## config.mk

```make
export PLATFORM = sky130hd
export DESIGN_NAME = cla_pipe_adder
export DESIGN_NICKNAME = d
export VERILOG_FILES = /design/src/rtl/cla_pkg.sv /design/src/rtl/cla_segment.sv /design/src/rtl/cla_pipe_adder.sv
export SDC_FILE = /design/constraint.sdc
export NUM_CORES = 1
export LEC_CHECK = 0
export BUFFER_PORTS_ARGS = -buffer_cell sky130_fd_sc_hd__buf_2
export CORE_ASPECT_RATIO = 0.6
export CORE_MARGIN = 5
export CORE_UTILIZATION = 50
export CTS_BUF_LIST = sky130_fd_sc_hd__clkbuf_4 sky130_fd_sc_hd__clkbuf_8
export CTS_CLUSTER_DIAMETER = 200
export DETAILED_ROUTE_END_ITERATION = 16
export PLACE_DENSITY = 0.77
export SYNTH_ARGS = -nofsm -noshare
export SYNTH_HDL_FRONTEND = slang
export SYNTH_SLANG_ARGS = --single-unit
export TNS_END_PERCENT = 100
```

## constraint.sdc

```tcl
create_clock -name clk -period 3.2 [get_ports clk]
set_input_delay 0.64 -clock clk [delete_from_list [all_inputs] [get_ports clk]]
set_output_delay 0.64 -clock clk [all_outputs]
set_load 0.005 [all_outputs]
```

## src/rtl/cla_pkg.sv

```systemverilog
`default_nettype none
// ============================================================================
//  Module      : cla_pkg
//  Description : Shared types and helpers for the pipelined carry-lookahead
//                adder/subtractor (operation encoding, lookahead group width,
//                flag payload carried down the skew path, configuration check).
//  Revision    : 1.0 - initial release
// ============================================================================
package cla_pkg;

    // Operation selected at the input conditioning stage.
    typedef enum logic {
        CLA_ADD = 1'b0,
        CLA_SUB = 1'b1
    } cla_op_e;

    // Width of one carry-lookahead group inside a segment.
    localparam int GROUP_W = 4;

    // Operand sign bits travelling with a beat so the final stage can form
    // the signed-overflow flag.
    typedef struct packed {
        logic a_msb;
        logic b_msb;
    } cla_flag_t;

    // Returns the segment width for a legal (width, stages) pair and 0 for an
    // illegal one: stages must lie in 1..width/GROUP_W and width must split
    // into whole lookahead groups in every segment.
    function automatic int cla_seg_width(input int width, input int stages);
        if ((stages < 1) || (stages > (width / GROUP_W)) ||
            ((width % (GROUP_W * stages)) != 0)) begin
            return 0;
        end
        return width / stages;
    endfunction

endpackage
`default_nettype wire

```

## src/rtl/cla_segment.sv

```systemverilog
`default_nettype none
// ============================================================================
//  Module      : cla_segment
//  Description : Combinational SEG-bit carry-lookahead adder built from 4-bit
//                lookahead groups. Group carries come from a segment-level
//                lookahead over group generate/propagate, so no carry ripples
//                from one group into the next.
//  Revision    : 1.0 - initial release
// ============================================================================
module cla_segment
    import cla_pkg::*;
#(
    parameter int SEG = 8
) (
    input  logic [SEG-1:0] a,
    input  logic [SEG-1:0] b,
    input  logic           cin,
    output logic [SEG-1:0] sum,
    output logic           cout
);

    localparam int c_groups = SEG / GROUP_W;

    logic [SEG-1:0]      w_g;
    logic [SEG-1:0]      w_p;
    logic [c_groups-1:0] w_gg;
    logic [c_groups-1:0] w_gp;
    logic [c_groups:0]   w_gc;

    assign w_g = a & b;
    assign w_p = a ^ b;

    genvar j;
    generate
        for (j = 0; j < c_groups; j++) begin : g_group
            logic [3:0] w_bg;
            logic [3:0] w_bp;
            logic [3:0] w_bc;

            assign w_bg = w_g[j*GROUP_W +: GROUP_W];
            assign w_bp = w_p[j*GROUP_W +: GROUP_W];

            // Bit carries inside the group, each expanded from the group carry-in.
            assign w_bc[0] = w_gc[j];
            assign w_bc[1] = w_bg[0] | (w_bp[0] & w_gc[j]);
            assign w_bc[2] = w_bg[1] | (w_bp[1] & w_bg[0]) | (w_bp[1] & w_bp[0] & w_gc[j]);
            assign w_bc[3] = w_bg[2] | (w_bp[2] & w_bg[1]) | (w_bp[2] & w_bp[1] & w_bg[0]) |
                             (w_bp[2] & w_bp[1] & w_bp[0] & w_gc[j]);

            assign sum[j*GROUP_W +: GROUP_W] = w_bp ^ w_bc;

            assign w_gg[j] = w_bg[3] | (w_bp[3] & w_bg[2]) | (w_bp[3] & w_bp[2] & w_bg[1]) |
                             (w_bp[3] & w_bp[2] & w_bp[1] & w_bg[0]);
            assign w_gp[j] = &w_bp;
        end
    endgenerate

    // Segment-level lookahead: carry into group j is the OR of every lower
    // group generate propagated through the groups above it, plus cin
    // propagated through all of them.
    always_comb begin
        logic acc;
        logic term;
        w_gc    = '0;
        w_gc[0] = cin;
        for (int n = 1; n <= c_groups; n++) begin
            acc = cin;
            for (int m = 0; m < n; m++) begin
                acc = acc & w_gp[m];
            end
            for (int i = 0; i < n; i++) begin
                term = w_gg[i];
                for (int m = i + 1; m < n; m++) begin
                    term = term & w_gp[m];
                end
                acc = acc | term;
            end
            w_gc[n] = acc;
        end
    end

    assign cout = w_gc[c_groups];

endmodule
`default_nettype wire

```

## src/rtl/cla_pipe_adder.sv

```systemverilog
`default_nettype none
// ============================================================================
//  Module      : cla_pipe_adder
//  Description : Pipelined carry-lookahead adder/subtractor. The operands are
//                split into STAGES segments; stage k resolves segment k with
//                the carry registered by stage k-1. Pending operand bits and
//                finished sum bits move down skew registers. Fixed latency of
//                STAGES cycles, one result per cycle, valid/ready handshake
//                with a single pipeline-wide advance.
//  Options     : CLA_PIPE_FLAGS_EN adds registered ovf/zero/neg outputs.
//  Revision    : 1.0 - initial release
// ============================================================================
module cla_pipe_adder
    import cla_pkg::*;
#(
    parameter int WIDTH  = 32,
    parameter int STAGES = 4
) (
    input  logic             clk,
    input  logic             rst_n,
    input  logic             in_valid,
    output logic             in_ready,
    input  logic [WIDTH-1:0] a,
    input  logic [WIDTH-1:0] b,
    input  logic             cin,
    input  logic             sub,
    output logic             out_valid,
    input  logic             out_ready,
    output logic [WIDTH-1:0] sum,
    output logic             cout
`ifdef CLA_PIPE_FLAGS_EN
    ,
    output logic             ovf,
    output logic             zero,
    output logic             neg
`endif
);

    localparam int c_seg = cla_seg_width(WIDTH, STAGES);

    // Per-stage payload. Completed segments are shifted in from the top so
    // segment 0 lands at bit 0 after the last stage; pending operands are
    // shifted down so the next segment to resolve always sits at bit 0.
    typedef struct packed {
        logic [WIDTH-1:0] sum_bits;
        logic             carry;
        logic [WIDTH-1:0] pend_a;
        logic [WIDTH-1:0] pend_b;
`ifdef CLA_PIPE_FLAGS_EN
        cla_flag_t        flags;
`endif
    } stage_t;

    stage_t            r_stage [STAGES];
    stage_t            w_next  [STAGES];
    logic [STAGES-1:0] r_valid;

    cla_op_e           w_op;
    logic [WIDTH-1:0]  w_b_eff;
    logic              w_c0;
    logic              w_advance;

    // Operand conditioning: subtraction is A + ~B + 1.
    assign w_op      = sub ? CLA_SUB : CLA_ADD;
    assign w_b_eff   = (w_op == CLA_SUB) ? ~b : b;
    assign w_c0      = (w_op == CLA_SUB) ? 1'b1 : cin;

    // Whole pipeline moves together unless a valid result is blocked.
    assign w_advance = !r_valid[STAGES-1] || out_ready;
    assign in_ready  = w_advance;

    genvar k;
    generate
        for (k = 0; k < STAGES; k++) begin : g_stage
            logic [WIDTH-1:0] w_pa;
            logic [WIDTH-1:0] w_pb;
            logic [WIDTH-1:0] w_psum;
            logic             w_cin;
            logic [c_seg-1:0] w_seg_sum;
            logic             w_seg_cout;
            stage_t           w_stage;

            if (k == 0) begin : g_first
                assign w_pa   = a;
                assign w_pb   = w_b_eff;
                assign w_psum = '0;
                assign w_cin  = w_c0;
            end else begin : g_rest
                assign w_pa   = r_stage[k-1].pend_a;
                assign w_pb   = r_stage[k-1].pend_b;
                assign w_psum = r_stage[k-1].sum_bits;
                assign w_cin  = r_stage[k-1].carry;
            end

            cla_segment #(
                .SEG (c_seg)
            ) u_segment (
                .a    (w_pa[c_seg-1:0]),
                .b    (w_pb[c_seg-1:0]),
                .cin  (w_cin),
                .sum  (w_seg_sum),
                .cout (w_seg_cout)
            );

            // Next payload: new segment enters at the top, operands shift down.
            always_comb begin
                w_stage          = '0;
                w_stage.sum_bits = (w_psum >> c_seg) | (WIDTH'(w_seg_sum) << (WIDTH - c_seg));
                w_stage.carry    = w_seg_cout;
                w_stage.pend_a   = w_pa >> c_seg;
                w_stage.pend_b   = w_pb >> c_seg;
`ifdef CLA_PIPE_FLAGS_EN
                if (k == 0) begin
                    w_stage.flags.a_msb = a[WIDTH-1];
                    w_stage.flags.b_msb = w_b_eff[WIDTH-1];
                end else begin
                    w_stage.flags = r_stage[k-1].flags;
                end
`endif
            end

            assign w_next[k] = w_stage;
        end
    endgenerate

    // Stage registers and valid bits; everything holds while stalled.
    always_ff @(posedge clk or negedge rst_n) begin
        if (!rst_n) begin
            r_valid <= '0;
            for (int s = 0; s < STAGES; s++) begin
                r_stage[s] <= '0;
            end
        end else if (w_advance) begin
            r_valid <= (r_valid << 1) | STAGES'(in_valid);
            for (int s = 0; s < STAGES; s++) begin
                r_stage[s] <= w_next[s];
            end
        end
    end

    assign out_valid = r_valid[STAGES-1];
    assign sum       = r_stage[STAGES-1].sum_bits;
    assign cout      = r_stage[STAGES-1].carry;

`ifdef CLA_PIPE_FLAGS_EN
    // Result flags, registered on the same edge as the final sum.
    always_ff @(posedge clk or negedge rst_n) begin
        if (!rst_n) begin
            ovf  <= 1'b0;
            zero <= 1'b0;
            neg  <= 1'b0;
        end else if (w_advance) begin
            ovf  <= (w_next[STAGES-1].flags.a_msb == w_next[STAGES-1].flags.b_msb) &&
                    (w_next[STAGES-1].sum_bits[WIDTH-1] != w_next[STAGES-1].flags.a_msb);
            zero <= (w_next[STAGES-1].sum_bits == '0);
            neg  <= w_next[STAGES-1].sum_bits[WIDTH-1];
        end
    end
`endif

endmodule
`default_nettype wire

```

# Yosys cells after proc, flatten, opt, wreduce, memory -nomap -nowiden

Index checks and enable logic that the tools add are counted.

Register bits: 208
Output and inout port bits: 35

Bitwise operators: 229
Reduce and logical (&&, ||, !) cells: 10
Muxes and demuxes: 3

Operator list:

| kind               | count |
|---|---|
| $and A1 B1 Y1      | 124 |
| $or A24 B32 Y32    | 3 |
| $or A1 B1 Y1       | 84 |
| $and A8 B8 Y8      | 4 |
| $mux W32           | 1 |
| $not A32 Y32       | 1 |
| $reduce_and A4 Y1  | 8 |
| $xor A4 B4 Y4      | 8 |
| $xor A8 B8 Y8      | 4 |
| $or A4 B1 Y4       | 1 |
| $mux W1            | 2 |
| $logic_not A1 Y1   | 1 |
| $logic_or A1 B1 Y1 | 1 |

# Depth between registers and ports, before layout

Word-level depth: 11
Depth in mapped cells: 10
Gate-level depth less buffers: 8

# Cells and area by module

From an unflattened synthesis, not the netlist that was laid out.

Cell total of the unflattened synthesis: 603
Area total of the unflattened synthesis: 9126.3 um^2

By module, submodules not included:

| module         | seq. area each (um^2) | area an instance (um^2) | times used | cells an instance |
|---|---|---|---|---|
| cla_pipe_adder | 4604.4                | 7764.9                  | 1          | 427 |
| cla_segment    | 0.0                   | 340.3                   | 4          | 44 |

# Least setup slack after synthesis

Ideal clock, no wire load.

Path type: input to register
Start: input port sub
End: register r_stage (netlist bit g_stage[1].w_psum[28])
Library setup time: 77 ps
Stages: 9
Data required time: 3123 ps
Path slack: 483 ps
Arrival time: 2640 ps
Buffers on the path: 2
Cells stage by stage: buf_6 -> buf_2 -> xor2_1 -> ha_1 -> or3_1 -> o2111a_1 -> nor2_1 -> fa_1 -> a21oi_1

Cells in the longest elaborated chain, start to end: 9
Elaborated cells on any way between the ends: 17
Classes of those cells: mux (3); bitwise (13); reduce/logical (1)

RTL lines:

| item                                           | RTL line                             | RTL |
|---|---|---|
| from (decl)                                    | cla_pipe_adder.sv:26                 | `input logic sub,` |
| $mux W1 (*)                                    | cla_pipe_adder.sv:64                 | `assign w_op = sub ? CLA_SUB : CLA_ADD;` |
| $mux W32                                       | cla_pipe_adder.sv:65                 | `assign w_b_eff = (w_op == CLA_SUB) ? ~b : b;` |
| $xor A8 B8 Y8 or $and A8 B8 Y8 (tied branches) | cla_segment.sv:31, cla_segment.sv:30 |  |
| $and A1 B1 Y1 (on tied branches)               | cla_segment.sv:52, cla_segment.sv:53 |  |
| $or A1 B1 Y1, or another cell as far along     | cla_segment.sv:52                    | `assign w_gg[j] = w_bg[3] \| (w_bp[3] & w_bg[2]) \| (w_bp[3] & w_bp[2] & w_bg[1]) \|` |
| $or A1 B1 Y1 or $and A1 B1 Y1 (tied branches)  | cla_segment.sv:52, cla_segment.sv:53 |  |
| $or A1 B1 Y1                                   | cla_segment.sv:52                    |  |
| $or A1 B1 Y1                                   | cla_segment.sv:76                    | `acc = acc \| term;` |
| $xor A4 B4 Y4 (*)                              | cla_segment.sv:50                    | `assign sum[j*GROUP_W +: GROUP_W] = w_bp ^ w_bc;` |
| to (signal, indexed assignment)                | cla_pipe_adder.sv:136                | `r_stage[s] <= w_next[s];` |
| to (decl)                                      | cla_pipe_adder.sv:54                 | `stage_t r_stage [STAGES];` |

Mark *: on every way between the ends. The rest lies on a longest branch, timed or not.
A chain may end at the register's enable or synchronous reset.

# Worst setup path after layout

Start: register r_valid[3]
End: output port in_ready

Cells in the longest elaborated chain, start to end: 2

RTL lines:

| item                   | RTL line              | RTL |
|---|---|---|
| from (decl)            | cla_pipe_adder.sv:56  | `logic [STAGES-1:0] r_valid;` |
| from (signal assigned) | cla_pipe_adder.sv:134 | `r_valid <= (r_valid << 1) \| STAGES'(in_valid);` |
| $logic_not A1 Y1       | cla_pipe_adder.sv:69  | `assign w_advance = !r_valid[STAGES-1] \|\| out_ready;` |
| $logic_or A1 B1 Y1     | cla_pipe_adder.sv:69  |  |
| to (decl)              | cla_pipe_adder.sv:22  | `output logic in_ready,` |

Every way passes these cells.

==> run metrics <==
status finished clean; H-tree Lvls 4; setup TNS 0 ns; hold buffers post-CTS 0; post-route design area around 9500 um^2; max cap viols 0; routed vias/inst just under 5; fin. max-slew vios 0; clock transition at the registers of the reported paths about 0.11 ns; CTS tree yes; Area Overhead vs Synth 13.2%; worst skew pair latency between 0.4 and 0.5 ns; Area after DPL ~9000 um^2; Area contributors post-synth dfrtp_1, nand2_1, ha_1; slowest stage delay, CP between 0.4 and 0.5 ns; Seq/Total Area, Yosys 0.548; Sequential Power Share 0.445; Crit Path Category flop to output pin; initial core utilization 0.514; DR iter-0 viols ~500; Distinct cells, synth 45; pre-CTS setup slack ~0.45 ns; crit path max fanout 62; root buf cell clkbuf_8; max_slew headroom 0.403; min cycle time layout 2.34 ns; Worst EP required around 2.6 ns; vias in the first global route just under 6000; row count 36; CP max stage cell inv_4; # Post-CTS Setup Buffers 0; pwr dens 941 nW/um^2; synth cell count leaders nand2_1, dfrtp_1, o21ai_0; antenna violations before repair 1; GRT Total Usage 0.183; die width around 180 um; # IOs 105; setup violators final 0; DR pass1 iterations 4; clock network fraction of design power 0.176; max frequency 426 MHz; n_diodes 0; Hold Crit Class input port to asynchronous set/reset pin; layout cell share with drive strength beyond 1 0.152; Die H approximately 110 um; most frequent cell after synthesis nand2_1; die area around 20000 um^2; worst IR drop on VDD around 0.00036 V; via count ~6000; period utilisation layout 0.733; CP Capture Type output pin; synth warn 0; combinational share of power 0.378; RSZ-0062 raised after global routing false; Async SR Flop Fraction 1.00; Buf/Inv on CP 2; Post-CTS Resized 0; Sw Ratio 0.389; Net Switching roughly 0.0035 W; post-DP HPWL approximately 12000 um; top cell type's share of synthesized area 0.548; average wire per standard cell 14.0 um; Detailed Route WL approximately 17000 um; # DRC 0; RePlAce Congestion approximately 0.81; CTS buffer count 17; CP top delay family buffers and inverters; grt ovf 0; syn avg cell area just over 9 um^2; clock sink total ~180; PortBufs ~100; cell taking the most area after synthesis dfrtp_1; Mapped Nets 1025; final net count roughly 1100; Synth Instances 915; global-route wire length before repair just under 30000 um; clk_skew between 0.015 and 0.02 ns; #FFs+latches synth ~180; crit start category flop; Clock Path Buffers 2; Post-synth EDFFs 0; CP Cell Sequence nor2b_4 > inv_4 > buf_2; largest net degree at the start of global routing 215; worst setup margin approximately 0.86 ns; Arr. time, crit path 1.70 ns; endpoints failing hold 0; Pint about 0.0055 W; post-synthesis instance area around 8400 um^2; Synth Flop Type dfrtp_1; Antenna Nets Post-Route 0; Leak 4.91 nW; worst-margin pin slew 0.896 ns; Core Footprint 16400 um^2
[worst paths after layout]
kind	start	end	depth (start not counted)	slack (ns)
min reg2reg	sum[11]	sum[11]	2	0.47
min in group clk	a[17]	g_stage[1].w_pa[9]	3	0.38
max	r_valid[3]	in_ready	3	0.86
max in group asynchronous	rst_n	g_stage[3].w_psum[19]	2	2.28
min	rst_n	g_stage[3].w_pa[3]	1	0.21
max reg2reg	g_stage[1].w_pb[0]	g_stage[2].w_psum[29]	7	0.96
[final cells by class]
| cell class | instances | area, um^2 |
|---|---|---|
| fill | 1486 | 6830 |
| sequential | 184 | 4600 |
| multi-input combinational | 676 | 3550 |
| timing repair buffer | 113 | 634 |
| tap | 228 | 285 |
| clock buffer | 18 | 248 |
| clock inverter | 14 | 155 |
| inverter | 9 | 36.3 |
[metrics by stage]
step / utilization / hold slack [ns] / cells / total power, W
final: 0.582 / 0.210 / 1242 / 0.00895
after global routing: 0.582 / 0.239 / 1242 / 0.00978
after CTS: 0.582 / 0.233 / 1242 / 0.00906
after detailed placement: 0.557 / 0.453 / 1210 / 0.00745
after global placement: 0.557 / 0.445 / 1210 / 0.00730
after floorplan: - / 0.344 / 915 / 0.00639
[layout by cell type, fill, tap and decap left out, types with 7 or more instances in the layout]
cell      synthesis  final
nand2_1         429    429
nand3_1           8      8
inv_1             8      8
xor2_1           11     11
clkbuf_8          0     19
fa_1              8      8
a21o_1            7      7
and3_1            7      7
xnor2_1          33     33
ha_1             32     32
dfrtp_1         184    184
o21ai_0          46     46
nor3_1           11     11
buf_2            27    103
a21oi_1          18     18
nor2_1           11     11
[power by group through the flow]
stage / sequential [W] / combinational, W / clock [W]
floorplan: 0.00389 / 0.00251 / 0
global placement: 0.00401 / 0.00329 / 0
detailed placement: 0.00404 / 0.00342 / 0
CTS: 0.00399 / 0.00344 / 0.00163
global route: 0.00412 / 0.00392 / 0.00173
finish: 0.00399 / 0.00339 / 0.00158
[cell families (layout without fill, tap and decap cells)]
logic type,Yosys count,count (layout),share of synthesized area
buffers and inverters,55,154,0.0308
muxes,1,1,0.00119
and+or+nand+nor,483,483,0.228
DFF,184,184,0.548
adders and majority gates,40,40,0.0667
AOI/OAI and AO/OA,108,108,0.0803
xor gates and xnor gates,44,44,0.0458
[flip-flops by register name, summed over array words and instances (netlist names)]
| register | flops |
|---|---|
| g_stage.w_cin | 3 |
| g_stage.w_pa | 48 |
| g_stage.w_psum | 48 |
| sum | 32 |
| cout | 1 |
| g_stage.w_pb | 48 |
| r_valid | 4 |
[metal layers]
layer | GRT usage | share of wire
met1 | 0.292 | 0.52
met2 | 0.251 | 0.42
met3 | 0.0447 | 0.052
met4 | 0.0381 | 0.0087
met5 | 0 | 0.00075
Power figures use the tool's default switching activity.
